===== src/rtl/wfg_drive_pat_pkg.sv =====
// Shared types and sizing helpers for the buffered pattern driver.
package wfg_drive_pat_pkg;

  // Per-channel drive mode, two bits per channel in cfg_mode_i.
  typedef enum logic [1:0] {
    OFF  = 2'b00,
    PAT  = 2'b01,
    INV  = 2'b10,
    HIGH = 2'b11
  } drive_mode_e;

  localparam int unsigned AXIS_DATA_WIDTH_DEF = 32;

  // FIFO entry: pattern word plus its tlast flag in the MSB.
  localparam int unsigned FIFO_ENTRY_WIDTH = AXIS_DATA_WIDTH_DEF + 1;

  function automatic int unsigned entry_width(input int unsigned data_width);
    return data_width + 1;
  endfunction

endpackage


===== src/rtl/wfg_drive_pat_fifo.sv =====
// Synchronous FIFO with explicit level tracking, flush and guarded push/pop.
module wfg_drive_pat_fifo
  import wfg_drive_pat_pkg::*;
#(
  parameter int unsigned WIDTH = FIFO_ENTRY_WIDTH,
  parameter int unsigned DEPTH = 16
) (
  input  logic                     clk,
  input  logic                     rst,
  input  logic                     flush,
  input  logic                     push,
  input  logic                     pop,
  input  logic [WIDTH-1:0]         din,
  output logic [WIDTH-1:0]         dout,
  output logic [$clog2(DEPTH):0]   level,
  output logic                     full,
  output logic                     empty
);

  localparam int unsigned AW = $clog2(DEPTH);
  localparam int unsigned LW = AW + 1;

  logic [WIDTH-1:0] mem [DEPTH];
  logic [AW-1:0]    wr_ptr;
  logic [AW-1:0]    rd_ptr;
  logic [LW-1:0]    level_q;
  logic             push_ok;
  logic             pop_ok;

  assign full    = (level_q == LW'(DEPTH));
  assign empty   = (level_q == '0);
  assign push_ok = push && !full;
  assign pop_ok  = pop && !empty;
  assign dout    = mem[rd_ptr];
  assign level   = level_q;

  // Storage array; contents are only observable while level > 0, so no reset.
  always_ff @(posedge clk) begin
    if (push_ok) begin
      mem[wr_ptr] <= din;
    end
  end

  // Pointers wrap naturally; level disambiguates full from empty.
  always_ff @(posedge clk) begin
    if (rst || flush) begin
      wr_ptr  <= '0;
      rd_ptr  <= '0;
      level_q <= '0;
    end else begin
      if (push_ok) wr_ptr <= wr_ptr + AW'(1);
      if (pop_ok)  rd_ptr <= rd_ptr + AW'(1);
      case ({push_ok, pop_ok})
        2'b10:   level_q <= level_q + LW'(1);
        2'b01:   level_q <= level_q - LW'(1);
        default: level_q <= level_q;
      endcase
    end
  end

endmodule


===== src/rtl/wfg_drive_pat_seq.sv =====
// Buffered per-channel pattern driver: stream FIFO, sub-cycle step, mode mux.
module wfg_drive_pat_seq
  import wfg_drive_pat_pkg::*;
#(
  parameter int unsigned CHANNELS        = 32,
  parameter int unsigned AXIS_DATA_WIDTH = 32,
  parameter int unsigned DEPTH           = 16
) (
  input  logic                        wb_clk_i,
  input  logic                        wb_rst_i,
  input  logic                        ctrl_en_i,
  input  logic [2*CHANNELS-1:0]       cfg_mode_i,
  input  logic [7:0]                  cfg_subcycle_i,
  input  logic                        underrun_clr_i,
  input  logic                        wfg_core_sync_i,
  input  logic [7:0]                  wfg_core_subcycle_cnt_i,
  output logic                        wfg_axis_tready_o,
  input  logic                        wfg_axis_tvalid_i,
  input  logic                        wfg_axis_tlast_i,
  input  logic [AXIS_DATA_WIDTH-1:0]  wfg_axis_tdata_i,
  output logic [CHANNELS-1:0]         pat_dout_o,
  output logic [CHANNELS-1:0]         pat_dout_en_o,
  output logic [$clog2(DEPTH):0]      fifo_level_o,
  output logic                        underrun_o,
  output logic                        frame_end_o
);

  localparam int unsigned EW = entry_width(AXIS_DATA_WIDTH);

  logic [EW-1:0]              head;
  logic                       fifo_full;
  logic                       fifo_empty;
  logic                       push;
  logic                       step;
  logic                       pop;
  logic                       underrun_set;

  logic [AXIS_DATA_WIDTH-1:0] pat_q;
  logic                       last_q;
  logic                       pop_q;
  logic                       frame_end_q;
  logic                       underrun_q;
  logic [CHANNELS-1:0]        dout_q;
  logic [CHANNELS-1:0]        en_q;
  logic [CHANNELS-1:0]        dout_c;
  logic [CHANNELS-1:0]        en_c;

  // Ready depends only on enable, reset and stored level, never on tvalid.
  assign wfg_axis_tready_o = ctrl_en_i && !wb_rst_i && !fifo_full;
  assign push              = wfg_axis_tvalid_i && wfg_axis_tready_o;
  assign step              = ctrl_en_i && wfg_core_sync_i &&
                             (wfg_core_subcycle_cnt_i == cfg_subcycle_i);
  assign pop               = step && !fifo_empty;
  assign underrun_set      = step && fifo_empty;

  wfg_drive_pat_fifo #(
    .WIDTH (EW),
    .DEPTH (DEPTH)
  ) u_fifo (
    .clk   (wb_clk_i),
    .rst   (wb_rst_i),
    .flush (!ctrl_en_i),
    .push  (push),
    .pop   (pop),
    .din   ({wfg_axis_tlast_i, wfg_axis_tdata_i}),
    .dout  (head),
    .level (fifo_level_o),
    .full  (fifo_full),
    .empty (fifo_empty)
  );

  // Per-channel mode mux from the applied pattern word.
  always_comb begin
    dout_c = '0;
    en_c   = '0;
    for (int c = 0; c < int'(CHANNELS); c++) begin
      case (drive_mode_e'(cfg_mode_i[2*c +: 2]))
        PAT: begin
          dout_c[c] = pat_q[c];
          en_c[c]   = 1'b1;
        end
        INV: begin
          dout_c[c] = ~pat_q[c];
          en_c[c]   = 1'b1;
        end
        HIGH: begin
          dout_c[c] = 1'b1;
          en_c[c]   = 1'b1;
        end
        default: begin
          dout_c[c] = 1'b0;
          en_c[c]   = 1'b0;
        end
      endcase
    end
  end

  // Pattern register, pins, frame-end pulse and sticky underrun.
  always_ff @(posedge wb_clk_i) begin
    if (wb_rst_i) begin
      pat_q       <= '0;
      last_q      <= 1'b0;
      pop_q       <= 1'b0;
      frame_end_q <= 1'b0;
      underrun_q  <= 1'b0;
      dout_q      <= '0;
      en_q        <= '0;
    end else begin
      if (underrun_set) begin
        underrun_q <= 1'b1;
      end else if (underrun_clr_i) begin
        underrun_q <= 1'b0;
      end

      if (!ctrl_en_i) begin
        pat_q       <= '0;
        last_q      <= 1'b0;
        pop_q       <= 1'b0;
        frame_end_q <= 1'b0;
        dout_q      <= '0;
        en_q        <= '0;
      end else begin
        if (pop) begin
          pat_q  <= head[AXIS_DATA_WIDTH-1:0];
          last_q <= head[EW-1];
        end
        pop_q       <= pop;
        frame_end_q <= pop_q && last_q;
        dout_q      <= dout_c;
        en_q        <= en_c;
      end
    end
  end

  assign pat_dout_o    = dout_q;
  assign pat_dout_en_o = en_q;
  assign underrun_o    = underrun_q;
  assign frame_end_o   = frame_end_q;

endmodule


===== config.mk =====
export PLATFORM = sky130hd
export DESIGN_NAME = wfg_drive_pat_seq
export DESIGN_NICKNAME = d
export VERILOG_FILES = /design/src/rtl/wfg_drive_pat_pkg.sv /design/src/rtl/wfg_drive_pat_fifo.sv /design/src/rtl/wfg_drive_pat_seq.sv
export SDC_FILE = /design/constraint.sdc
export NUM_CORES = 1
export LEC_CHECK = 0
export CORE_AREA = 2 2 250 252
export DETAILED_ROUTE_END_ITERATION = 10
export DIE_AREA = 0 0 252 254
export PLACE_DENSITY = 0.56
export RECOVER_POWER = 100
export SLEW_MARGIN = 40
export SYNTH_ARGS = -nofsm -noshare
export SYNTH_HDL_FRONTEND = slang
export SYNTH_SLANG_ARGS = --single-unit

===== constraint.sdc =====
create_clock -name wb_clk_i -period 11.5 [get_ports wb_clk_i]
set_input_delay 1.725 -clock wb_clk_i [delete_from_list [all_inputs] [get_ports wb_clk_i]]
set_output_delay 1.725 -clock wb_clk_i [all_outputs]
set_load 0.05 [all_outputs]

==> results.ini <==
[run_status]
outcome=finished, violations left
violations=max-capacitance violations, max-slew violations

[synth]
syn_area_um2=24300
syn_area_per_cell_um2=17.7
synth_top_cell_by_area=edfxtp_1
synth-seq-cells=641
syn_nets=1498
synth_top_area_frac=0.654
synth_cell_type_count=41
yosysSeqAreaShare=0.747
syn_inst=1369
ys_warn_count=0
synth_area_leaders=edfxtp_1 (65%), dfxtp_1 (9.3%), mux4_2 (8.9%)

[sta]
clock_skew_ns=0.0224
relSlewSlack=-0.881
rsz0062_at_grt=no
setup_tns_ns=0
worst_pin_slew_ns=2.82
finalHoldViolCount=0
finalSetupViolations=0
post-route-min-period_ns=7.57
fmax_mhz=132
timing.final.crit_share=0.658
drv_slew=566

[grt]
grt_usage=0.172
grt_use_met2=0.274
grt_start_max_net_pins=60
met1_usage=0.241
use_met3=0.0326
grt_overflow=0
grt_pass1_vias=12900
grt_pass1_wl_mm=81.7
antenna_found_initial=0
top_usage_layer=met2

[place]
place.gp.congestion=0.754
dpl.hpwl_mm=31.8
dp.cells=2300
portBuffers=190

[floorplanning]
ioPinCount=191
rows=91
fp.dieW_um=252
initial_core_util=0.396
coreArea_um2=61300
die_y_um=254
dieArea_um2=64000

[route]
totalWireLength_mm=54.8
first_iter_violations=825
viasPerCell=5.25
wl_per_cell_um=22.6
vias=12700
ant_nets=0
first_pass_iters=5
drt_drc_violations_left=0

[cts]
cts_buffers=69
cts.sinks=641
htree_levels=3
clk_pin_slew_ns=0.06
cts_resized=0
postCtsSetupRepairBufs=0
clock_path_buffers=3
cts_hold_buf=0
cts_tree=done
cts-root-buf=clkbuf_16
clk_latency_ns=0.61

[pwr]
cellPowerDensity_nw_per_um2=165
power_mw=4.82
leakagePower_nw=9.30
peakVddDrop_v=0.0000996

[worst_setup_path]
critical_path_required_ns=11.69
rr_worst_depth=11
worstSetupPathType=in2reg
crit_chain=dlygate4sd3_1 > nand2b_1 > a211oi_1 > nand2_1 > nor2_1 > clkbuf_1
worstSetupEndpointType=register
cp_slowest_cell=nor2_1
max_stage_delay_ns=1.71
arrival_ns=7.76
worstPathMaxFanout=40
setup.worst_path.start_class=input pin

[layout]
seq_area_um2=18100
drive_above_1_share=0.174
nets=1711
area_growth_syn_to_layout_pct=20.4
multi_input_area_um2=5780
fillers=5163
layoutNonFillerInstCount=2424

[hold_path]
worstHoldPathCells=2
hp-class=reg2reg

[run]
drv_cap=19

[metrics by stage]
step                      instance area [um2]  hold WS, ns  setup slack [ns]   util
after floorplan                         24300        0.436              6.06      -
after global placement                  27100        0.445              5.52  0.443
after detailed placement                27200        0.451              5.49  0.444
after CTS                               29400        0.460              5.89  0.479
after global routing                    29200        0.492              3.48  0.477
final                                   29200        0.457              3.93  0.477
[cells by family (layout without fill, tap and decap cells)]
| logic type | after synthesis | after routing | synth area share |
|---|---|---|---|
| AO/OA/AOI/OAI | 149 | 149 | 0.0411 |
| XOR/XNOR | 15 | 15 | 0.00542 |
| flip-flops | 641 | 641 | 0.747 |
| other | 0 | 1 | 0 |
| buffers and inverters | 90 | 354 | 0.0163 |
| multiplexers | 198 | 198 | 0.135 |
| adder cells (fa/ha/maj) | 10 | 10 | 0.00547 |
| AND/OR/NAND/NOR | 266 | 266 | 0.0500 |
[area by class of cell]
| class | instances | share of cell area |
|---|---|---|
| Tap cell | 790 | 0.0339 |
| Clock buffer | 83 | 0.0642 |
| Sequential cell | 641 | 0.621 |
| Antenna cell | 1 | 0.0000857 |
| Inverter | 11 | 0.00141 |
| Timing Repair Buffer | 221 | 0.0711 |
| Clock inverter | 39 | 0.0103 |
| Multi-Input combinational cell | 638 | 0.198 |
[critical path, delay by kind of cell]
family                 cells  cell delay, ns
AND/OR/NAND/NOR            3            2.97
AO/OA/AOI/OAI              1            1.30
buffers and inverters      2            1.74
[flip-flops by register name, summed over array words and instances (netlist names)]
name,flops
underrun_o,1
frame_end_o,1
u_fifo.rd_ptr,4
pat_dout_o,32
pat_dout_en_o,32
u_fifo.mem,528
u_fifo.wr_ptr,4
pop_q,1
last_q,1
pat_q,32
u_fifo.level,5
[where the power goes]
part | total [mW] | switching, mW | internal [mW]
Sequential | 2.53 | 0.00334 | 2.52
Clock | 2.13 | 0.867 | 1.27
Combinational | 0.158 | 0.0975 | 0.0606
[per-layer routing]
metal,up-vias,wire [um],part of all wire
met4,0,992,0.018
met5,-,0,0
met2,341,25600,0.47
met1,6517,25100,0.46
met3,68,3110,0.057
li1,5800,-,-
[synthesized netlist by cell type, drive strengths merged]
master	count
xor2	6
dfxtp	113
nor2b	38
inv	11
o22ai	32
nor2	151
a21o	1
mux2i	37
clkbuf	59
and3	3
buf	20
a2111oi	2
nand4b	1
xnor2	9
nor4	1
o21ai	35
fa	1
mux4	96
nand2	16
nand4	3
a211oi	65
mux2	65
edfxtp	528
a21oi	12
nor3	37
nor3b	1
or4	4
or3	3
o31ai	2
nand3b	1
nand3	3
ha	9
nand2b	4
[path summary, 6_finish.rpt]
kind / start / end / slack (ns)
max: wb_rst_i / u_fifo.mem[11][13] / 3.93
min: last_q / last_q / 0.46
max reg2reg: u_fifo.level[0] / u_fifo.level[4] / 5.72
min reg2reg: last_q / last_q / 0.46
[placed cells by master (no fill, tap or decap), drive strengths merged, types with 3 or more instances in the layout]
| cell type | instances |
|---|---|
| clkdlybuf4s50 | 83 |
| a21oi | 12 |
| dlygate4sd3 | 107 |
| xnor2 | 9 |
| o21ai | 35 |
| nand4 | 3 |
| clkbuf | 103 |
| clkinv | 32 |
| or4 | 4 |
| or3 | 3 |
| dfxtp | 113 |
| o22ai | 32 |
| nor2 | 151 |
| xor2 | 6 |
| edfxtp | 528 |
| and3 | 3 |
| inv | 11 |
| nand2 | 16 |
| bufinv | 5 |
| nand2b | 4 |
| nor2b | 38 |
| mux4 | 96 |
| a211oi | 65 |
| ha | 9 |
| mux2 | 65 |
| buf | 11 |
| nor3 | 37 |
| nand3 | 3 |
| mux2i | 37 |
No activity file was read; power rests on OpenSTA's default activity.
